[config.mk]
export PLATFORM = sky130hd
export DESIGN_NAME = alu_instr_encoder
export DESIGN_NICKNAME = d
export VERILOG_FILES = /design/src/rtl/alu_instr_encoder.sv
export SDC_FILE = /design/constraint.sdc
export NUM_CORES = 1
export LEC_CHECK = 0
export CAP_MARGIN = 10
export CELL_PAD_IN_SITES_DETAIL_PLACEMENT = 0
export CELL_PAD_IN_SITES_GLOBAL_PLACEMENT = 1
export CORE_ASPECT_RATIO = 0.5
export CORE_MARGIN = 2
export CORE_UTILIZATION = 51
export CTS_BUF_LIST = sky130_fd_sc_hd__clkbuf_2 sky130_fd_sc_hd__clkbuf_4 sky130_fd_sc_hd__clkbuf_8
export CTS_CLUSTER_DIAMETER = 120
export DETAILED_ROUTE_END_ITERATION = 10
export PLACE_DENSITY_LB_ADDON = 0.25
export SKIP_LAST_GASP = 1
export SLEW_MARGIN = 15
export SYNTH_ARGS = -nofsm -noshare
export SYNTH_HDL_FRONTEND = slang
export SYNTH_SLANG_ARGS = --single-unit
[constraint.sdc]
create_clock -name clk -period 3.73 [get_ports clk]
set_input_delay 0.746 -clock clk [delete_from_list [all_inputs] [get_ports clk]]
set_output_delay 0.746 -clock clk [all_outputs]
set_load 0.02 [all_outputs]
[src/rtl/alu_instr_encoder.sv]
// RV32I encoder: {kind, ALU ctl, regs, imm} request -> legal instruction word, buffered in an output FIFO.
// Define ALU_ENC_STATS_EN to add the enc_count / err_count statistics ports.

`ifndef ALU_CTL_WIDTH
`define ALU_CTL_WIDTH 4
`define ALU_ADD  4'd0
`define ALU_SUB  4'd1
`define ALU_SLL  4'd2
`define ALU_SLT  4'd3
`define ALU_SLTU 4'd4
`define ALU_XOR  4'd5
`define ALU_SRL  4'd6
`define ALU_SRA  4'd7
`define ALU_OR   4'd8
`define ALU_AND  4'd9
`define ALU_SEQ  4'd10
`define ALU_SNE  4'd11
`define ALU_SGE  4'd12
`define ALU_SGEU 4'd13
`endif

module alu_instr_encoder #(
    parameter int FIFO_DEPTH = 4
) (
    input  logic                      clk,
    input  logic                      rst_n,
    input  logic                      in_valid,
    output logic                      in_ready,
    input  logic [2:0]                in_kind,
    input  logic [`ALU_CTL_WIDTH-1:0] in_ctl,
    input  logic [2:0]                in_mfunct3,
    input  logic [4:0]                in_rd,
    input  logic [4:0]                in_rs1,
    input  logic [4:0]                in_rs2,
    input  logic [12:0]               in_imm,
    output logic                      out_valid,
    input  logic                      out_ready,
    output logic [31:0]               out_instr,
    output logic                      err_valid,
    output logic [1:0]                err_code
`ifdef ALU_ENC_STATS_EN
    ,
    output logic [31:0]               enc_count,
    output logic [15:0]               err_count
`endif
);

    localparam int PTR_W = (FIFO_DEPTH > 1) ? $clog2(FIFO_DEPTH) : 1;
    localparam int CNT_W = PTR_W + 1;

    localparam logic [6:0] OPC_OP     = 7'b0110011;
    localparam logic [6:0] OPC_OP_IMM = 7'b0010011;
    localparam logic [6:0] OPC_BRANCH = 7'b1100011;
    localparam logic [6:0] OPC_LOAD   = 7'b0000011;
    localparam logic [6:0] OPC_STORE  = 7'b0100011;

    typedef enum logic [2:0] {
        KIND_OP     = 3'd0,
        KIND_OP_IMM = 3'd1,
        KIND_BRANCH = 3'd2,
        KIND_LOAD   = 3'd3,
        KIND_STORE  = 3'd4
    } kind_e;

    typedef enum logic [1:0] {
        ERR_NONE = 2'd0,
        ERR_KIND = 2'd1,
        ERR_CTL  = 2'd2,
        ERR_IMM  = 2'd3
    } err_e;

    // ------------------------------------------------------------------
    // Field lookup
    // ------------------------------------------------------------------
    logic [2:0]  alu_f3;
    logic        alu_f3_ok;
    logic [2:0]  br_f3;
    logic        br_f3_ok;
    logic        is_shift;
    logic        is_alt;
    logic        imm_fits12;
    logic        shamt_ok;
    logic [11:0] opi_imm;

    // NOTE: every combinational output gets a default first so no path leaves it unassigned (no latch).
    always_comb begin
        alu_f3    = 3'b000;
        alu_f3_ok = 1'b1;
        case (in_ctl)
            `ALU_ADD, `ALU_SUB: alu_f3 = 3'b000;
            `ALU_SLL:           alu_f3 = 3'b001;
            `ALU_SLT:           alu_f3 = 3'b010;
            `ALU_SLTU:          alu_f3 = 3'b011;
            `ALU_XOR:           alu_f3 = 3'b100;
            `ALU_SRL, `ALU_SRA: alu_f3 = 3'b101;
            `ALU_OR:            alu_f3 = 3'b110;
            `ALU_AND:           alu_f3 = 3'b111;
            default:            alu_f3_ok = 1'b0;
        endcase
    end

    always_comb begin
        br_f3    = 3'b000;
        br_f3_ok = 1'b1;
        case (in_ctl)
            `ALU_SEQ:  br_f3 = 3'b000;
            `ALU_SNE:  br_f3 = 3'b001;
            `ALU_SLT:  br_f3 = 3'b100;
            `ALU_SGE:  br_f3 = 3'b101;
            `ALU_SLTU: br_f3 = 3'b110;
            `ALU_SGEU: br_f3 = 3'b111;
            default:   br_f3_ok = 1'b0;
        endcase
    end

    assign is_shift   = (in_ctl == `ALU_SLL) || (in_ctl == `ALU_SRL) || (in_ctl == `ALU_SRA);
    assign is_alt     = (in_ctl == `ALU_SUB) || (in_ctl == `ALU_SRA);
    assign imm_fits12 = (in_imm[12] == in_imm[11]);
    assign shamt_ok   = (in_imm[12:5] == 8'h00);
    assign opi_imm    = is_shift ? {((in_ctl == `ALU_SRA) ? 7'h20 : 7'h00), in_imm[4:0]}
                                 : in_imm[11:0];

    // ------------------------------------------------------------------
    // Encode and legality check (priority: kind, ctl, imm)
    // ------------------------------------------------------------------
    err_e        err_c;
    logic [31:0] instr_c;

    always_comb begin
        err_c   = ERR_NONE;
        instr_c = 32'h0;
        case (in_kind)
            KIND_OP: begin
                if (!alu_f3_ok) begin
                    err_c = ERR_CTL;
                end else begin
                    instr_c = {(is_alt ? 7'h20 : 7'h00), in_rs2, in_rs1, alu_f3, in_rd, OPC_OP};
                end
            end
            KIND_OP_IMM: begin
                if (!alu_f3_ok || (in_ctl == `ALU_SUB)) begin
                    err_c = ERR_CTL;
                end else if (is_shift ? !shamt_ok : !imm_fits12) begin
                    err_c = ERR_IMM;
                end else begin
                    instr_c = {opi_imm, in_rs1, alu_f3, in_rd, OPC_OP_IMM};
                end
            end
            KIND_BRANCH: begin
                if (!br_f3_ok) begin
                    err_c = ERR_CTL;
                end else if (in_imm[0]) begin
                    err_c = ERR_IMM;
                end else begin
                    instr_c = {in_imm[12], in_imm[10:5], in_rs2, in_rs1, br_f3,
                               in_imm[4:1], in_imm[11], OPC_BRANCH};
                end
            end
            KIND_LOAD: begin
                if (in_ctl != `ALU_ADD) begin
                    err_c = ERR_CTL;
                end else if (!imm_fits12) begin
                    err_c = ERR_IMM;
                end else begin
                    instr_c = {in_imm[11:0], in_rs1, in_mfunct3, in_rd, OPC_LOAD};
                end
            end
            KIND_STORE: begin
                if (in_ctl != `ALU_ADD) begin
                    err_c = ERR_CTL;
                end else if (!imm_fits12) begin
                    err_c = ERR_IMM;
                end else begin
                    instr_c = {in_imm[11:5], in_rs2, in_rs1, in_mfunct3, in_imm[4:0], OPC_STORE};
                end
            end
            default: err_c = ERR_KIND;
        endcase
    end

    // ------------------------------------------------------------------
    // Output FIFO
    // ------------------------------------------------------------------
    logic [31:0]      mem_q [FIFO_DEPTH];
    logic [PTR_W-1:0] wr_ptr_q, wr_ptr_d;
    logic [PTR_W-1:0] rd_ptr_q, rd_ptr_d;
    logic [CNT_W-1:0] count_q, count_d;
    logic             err_valid_q;
    err_e             err_code_q;
    logic             accept;
    logic             push;
    logic             pop;
    logic             accept_err;

    assign in_ready   = (count_q < CNT_W'(FIFO_DEPTH));
    assign out_valid  = (count_q != '0);
    assign accept     = in_valid && in_ready;
    assign push       = accept && (err_c == ERR_NONE);
    assign accept_err = accept && (err_c != ERR_NONE);
    assign pop        = out_valid && out_ready;

    // Gating with out_valid keeps stale storage invisible after reset.
    assign out_instr  = out_valid ? mem_q[rd_ptr_q] : 32'h0;
    assign err_valid  = err_valid_q;
    assign err_code   = err_code_q;

    // Depth is a power of two, so plain increment wraps the pointers.
    always_comb begin
        wr_ptr_d = push ? wr_ptr_q + PTR_W'(1) : wr_ptr_q;
        rd_ptr_d = pop  ? rd_ptr_q + PTR_W'(1) : rd_ptr_q;
        count_d  = count_q;
        case ({push, pop})
            2'b10:   count_d = count_q + CNT_W'(1);
            2'b01:   count_d = count_q - CNT_W'(1);
            default: count_d = count_q;
        endcase
    end

    // NOTE: storage array has no reset; validity comes from count_q, so it maps onto plain RAM/flops.
    always_ff @(posedge clk) begin
        if (push) begin
            mem_q[wr_ptr_q] <= instr_c;
        end
    end

    // NOTE: sequential state uses non-blocking assignments so all registers update from pre-edge values.
    always_ff @(posedge clk or negedge rst_n) begin
        if (!rst_n) begin
            wr_ptr_q    <= '0;
            rd_ptr_q    <= '0;
            count_q     <= '0;
            err_valid_q <= 1'b0;
            err_code_q  <= ERR_NONE;
        end else begin
            wr_ptr_q    <= wr_ptr_d;
            rd_ptr_q    <= rd_ptr_d;
            count_q     <= count_d;
            err_valid_q <= accept_err;
            err_code_q  <= accept_err ? err_c : ERR_NONE;
        end
    end

`ifdef ALU_ENC_STATS_EN
    logic [31:0] enc_count_q;
    logic [15:0] err_count_q;

    always_ff @(posedge clk or negedge rst_n) begin
        if (!rst_n) begin
            enc_count_q <= 32'h0;
            err_count_q <= 16'h0;
        end else begin
            if (push) begin
                enc_count_q <= enc_count_q + 32'h1;
            end
            if (accept_err && (err_count_q != 16'hFFFF)) begin
                err_count_q <= err_count_q + 16'h1;
            end
        end
    end

    assign enc_count = enc_count_q;
    assign err_count = err_count_q;
`endif

endmodule

Word level (Yosys, flattened, before mapping)
Memory sizes are Yosys's and may differ from the RTL's.
Index checks and enable logic that the tools add are counted.
{"block": "word_totals", "reg_bits": 10, "latch_bits": 0, "mem_bits_rw": 128, "rom_bits": 0, "inputBits": 42, "output_inout_bits": 37, "word_cells": 85, "n_memories": 1}
{"block": "classes", "add_sub_neg": 4, "n_mul": 0, "n_div": 0, "magnitude_cmp": 1, "eq_ne": 20, "shift": 0, "muxes": 31, "n_bitwise": 0, "n_reduce_logical": 23}
{"memory": "mem_q", "words": 4, "word_bits": 32, "read_ports": 1, "rd_ports_with_merged_regs": 0, "write_ports": 1, "line_no": "184", "text": "logic [31:0] mem_q [FIFO_DEPTH];"}
{"cell": "32-bit two-way mux", "n": 9}
{"cell": "32-bit case mux with 5 select lines", "n": 1}
{"cell": "31-bit two-way mux", "n": 1}
{"cell": "4-bit equality test, second input constant", "n": 6}
{"cell": "3-bit case mux with 7 select lines", "n": 1}
{"cell": "4-bit by 3-bit equality test with 1-bit output, second input constant", "n": 4}
{"cell": "2-bit two-way mux", "n": 8}
{"cell": "3-bit case mux with 5 select lines", "n": 1}
{"cell": "12-bit two-way mux", "n": 1}
{"cell": "6-bit two-way mux", "n": 2}
{"cell": "10-bit OR reduction", "n": 1}
{"cell": "4-bit by 2-bit equality test with 1-bit output, second input constant", "n": 2}
{"cell": "8-bit logical NOT", "n": 1}
{"cell": "2-bit case mux with 4 select lines", "n": 1}
{"cell": "3-bit by 2-bit equality test with 1-bit output, second input constant", "n": 2}
{"cell": "3-bit case mux with 2 select lines", "n": 1}
{"cell": "6-bit OR reduction", "n": 1}
{"cell": "1-bit two-way mux", "n": 5}
{"cell": "2-bit by 1-bit adder with 2-bit output, second input constant", "n": 2}
{"cell": "4-bit by 1-bit equality test with 1-bit output, second input constant", "n": 1}
{"cell": "1-bit logical AND", "n": 4}
{"cell": "4-bit logical NOT", "n": 1}
{"cell": "1-bit logical OR", "n": 4}
{"cell": "2-bit nonzero test", "n": 2}
{"cell": "14 further kinds", "n": 17}

Logic depth before layout (Yosys ltp)
{"block": "depth", "word_depth": 11, "mapped_depth": 14, "mapped_depth_nobuf": 13}

Least setup slack after synthesis
OpenSTA, ideal clock, no wires.
{"block": "synth_timing", "path_kind": "in2reg", "from": "input in_ctl[0]", "to": "memory mem_q[0][10], enable pin", "setup_ps": 389, "arrival_time_ps": 2890, "required_ps": 3341, "slack_ps": 452, "cell_stages": 8, "n_path_buf": 2, "cell_sequence": "buf_6 -> or4_4 -> or2_1 -> buf_6 -> a21oi_4 -> nor2_2 -> a21oi_4 -> and2_1"}
{"block": "synth_via", "elab_chain_len": 11, "elab_cells_between_ends": 34, "cone_classes": "eq/ne (13); mux (11); reduce/logical (10)"}
{"element": "start: declaration", "line_no": "30", "text": "input logic [`ALU_CTL_WIDTH-1:0] in_ctl,"}
{"element": "4-bit by 2-bit equality test with 1-bit output, or another cell as far along", "line_no": "89", "text": "case (in_ctl)"}
{"element": "10-bit OR reduction (no line) or 1-bit logical OR (tied branches)"}
{"element": "1-bit two-way mux or 1-bit logical OR (tied branches)", "line_no": "89, 116"}
{"element": "1-bit logical NOT or 1-bit two-way mux (tied branches)", "line_no": "141, 143"}
{"element": "1-bit logical OR or 2-bit two-way mux (tied branches)", "line_no": "141, 143"}
{"element": "2-bit two-way mux", "line_no": "141", "text": "if (!alu_f3_ok || (in_ctl == `ALU_SUB)) begin"}
{"element": "2-bit case mux with 4 select lines (*)", "line_no": "132", "text": "case (in_kind)"}
{"element": "2-bit logical NOT (*)", "line_no": "198", "text": "assign push = accept && (err_c == ERR_NONE);"}
{"element": "1-bit logical AND (*)", "line_no": "198"}
{"element": "1-bit two-way mux (*)", "line_no": "221", "text": "if (push) begin"}
{"element": "1-bit two-way mux (implied by the code) (*)", "line_no": "222", "text": "mem_q[wr_ptr_q] <= instr_c;"}
{"element": "end: declaration", "line_no": "184"}
Mark *: on every way between the ends. The rest lies on a longest branch, timed or not.

Worst setup path after layout
{"block": "layout_timing", "from": "register rd_ptr_q[0]", "to": "output out_instr[13]"}
{"block": "layout_via", "elab_chain_len": 2}
{"element": "start: declaration", "line_no": "186", "text": "logic [PTR_W-1:0] rd_ptr_q, rd_ptr_d;"}
{"element": "start signal: assignment", "line_no": "236", "text": "rd_ptr_q <= rd_ptr_d;"}
{"element": "memory 4 x 32 bit"}
{"element": "32-bit two-way mux", "line_no": "203", "text": "assign out_instr = out_valid ? mem_q[rd_ptr_q] : 32'h0;"}
{"element": "end: declaration", "line_no": "38", "text": "output logic [31:0] out_instr,"}
No other way between the ends.

==> out/qor.csv <==
metric,value,unit
critPathArrivalTime,2.68,ns
p_per_area,655,nW/um^2
fin_crit,3.43,ns
fmaxAchievable,0.292,GHz
drc,0,
wl_per_cell,19.7,um
drv_slew,0,
fin_nets,489,
grt_pass1_vias,3567,
grtUsageTotal,21.1,%
cts_root_buf,clkbuf_8,
syn_avg_cell_area,16.3,um^2
gp_congestion,0.927,
cts_resized,0,
firstDrtPassIters,6,
finalHoldViolations,0,
end_kind,output pin,
num_io_pins,79,
yosysUniqueCellTypes,51,
finalSetupViolations,0,
hold_slack,0.491,ns
timing.rr.start,count_q[0],
synth_edf_count,116,
portBuffers,76,
cap_violations,0,
via_per_inst,5.55,
synthArstFlopShare,7.94,%
yosys-top-cells-area,"edfxtp_1 62%, mux4_2 12%, and2_1 5.0%",
dieArea,12000,um^2
grt_max_degree,32,
syn_inst,346,
ir_worst_vdd,0.454,mV
synth-main-ff-cell,edfxtp_1,
cp_max_fo,17,
grt_pass1_wl,18.9,mm
top_usage_layer,met2,
synth_top_cell_area_share,61.9,%
leakage,2.48,nW
fp.coreArea,10900,um^2
drtIter0Drc,188,
skew,0.0145,ns
num_rows,27,
cts.sinks,126,
cts_tree,done,
yosys.area.top_type,edfxtp_1,
clk_latency,0.43,ns
grtUsageMet1,27.8,%
wl,11.8,mm
cts_buffer_depth,2,
worst_pin_slew,0.718,ns
die_y,78.3,um
outcome,finished clean,
drtAntennaViolNets,0,
cts_made_buffers,17,
insertedDiodeCount,0,
cp.required,2.98,ns
holdBufCountCts,0,
hold_path_startpoint,count_q[0],
criticalPathCategory,register to output pin,
r2r_cells,10,
vias,3313,
total_power,4.62,mW
clk_pin_slew_worst_paths,0.08,ns
synthToLayoutAreaGrowth,25.3,%
ys_warn_count,0,
hold_path_class,register to register,
use_met3,4.47,%
hpwlAfterDp,8.16,mm
whs_path_depth,1,
critPathLaunch,rd_ptr_q[0],
die_width,153,um
slew_headroom,51.6,%
post-route-util,64.9,%
worst_setup_path_start_kind,register,
period_share,91.9,%
rsz0062_at_grt,no,
initial_core_util,51.8,%
ys_seq_elements,126,
syn_area,5630,um^2
finalSetupTns,0,ns
grt_antenna_before_repair,0,
drive_gt1_share,18.6,%
cts_max_level,4,
met2_usage,36.1,%
grt-ovfl-total,0,
post_cts_buffers,0,
synth.yosys.seq_area_share,66.3,%
-- cells by family after synthesis --
group	Yosys count	synth area share, %
buffers and inverters	33	2.78
AO/OA/AOI/OAI	46	6.09
other	1	0.0666
adder cells (fa/ha/maj)	8	1.91
multiplexers	31	12.0
flip-flops	126	66.3
AND/OR/NAND/NOR	95	9.89
XOR/XNOR	6	0.933
-- report_power, final --
| part | switching (mW) | internal (mW) |
|---|---|---|
| clock | 0.565 | 0.613 |
| combinational | 0.813 | 0.926 |
| sequential | 0.0995 | 1.61 |
-- layout make-up --
type / count / area, um^2
Clock buffer: 18 / 241
Clock inverter: 14 / 156
Fill cell: 769 / 3820
Inverter: 14 / 52.6
Multi-Input combinational cell: 188 / 1750
Sequential cell: 126 / 3730
Tap cell: 145 / 181
Timing Repair Buffer: 92 / 943
-- metal layers --
metal	wire (um)	vias to the layer above
met5	0	-
met1	5190	1682
li1	-	1521
met2	5970	98
met3	529	12
met4	103	0
-- state kept, by name, summed over array words and instances, names as in the netlist --
name and cells:
rd_ptr_q 2, mem_q 116, wr_ptr_q 2, err_code 2, count_q 3, err_valid 1
-- stage by stage --
stage | setup WS, ns | std cells | cell area, um^2
2_1_floorplan | 0.452 | 347 | 5640
6_report | 0.303 | 597 | 7060
3_5_place_dp | 0.0631 | 565 | 6660
5_1_grt | 0.137 | 597 | 7060
4_1_cts | 0.231 | 597 | 7060
3_3_place_gp | 0.225 | 565 | 6660
-- cells in the mapped netlist, types with 2 or more instances --
cell type and number:
edfxtp_1 116, and2_1 45, mux4_2 29, inv_1 14
nor2_1 11, o21ai_0 11, dfrtp_1 10, nand2_1 10
a22o_1 9, clkbuf_1 8, ha_1 7, nand2b_1 7
a21oi_1 5, buf_2 5, xnor2_1 4, a22oi_1 3
and2b_1 3, buf_4 3, nor3_1 3, o22ai_1 3
a21o_1 2, a21oi_4 2, a221oi_1 2, buf_6 2
nand3_1 2, nor2b_1 2, nor3b_1 2, nor4b_1 2
xor2_1 2
-- worst paths after layout --
kind / end / slack (ns)
worst max-delay path: out_instr[13] / 0.30
worst min-delay path: count_q[0] / 0.49
worst max register to register: count_q[2] / 1.47
worst min register to register: count_q[0] / 0.49
max in group asynchronous: rd_ptr_q[0] / 2.74
min in group asynchronous: err_valid / 0.64
-- layout by cell type, fill, tap and decap left out, types with 10 or more instances in the layout --
cell type	instances
clkdlybuf4s50_1	76
nand2_1	10
o21ai_0	11
mux4_2	29
edfxtp_1	116
and2_1	45
clkbuf_8	17
buf_4	11
nor2_1	11
inv_1	14
-- worst max-delay path: stages, from the launching register on --
cell             delay (ns)
dfrtp_2                0.78
buf_4                  0.27
mux4_2                 0.50
and2_1                 0.17
clkdlybuf4s50_1        0.53
Note: power is estimated with default switching activity, not from simulation.
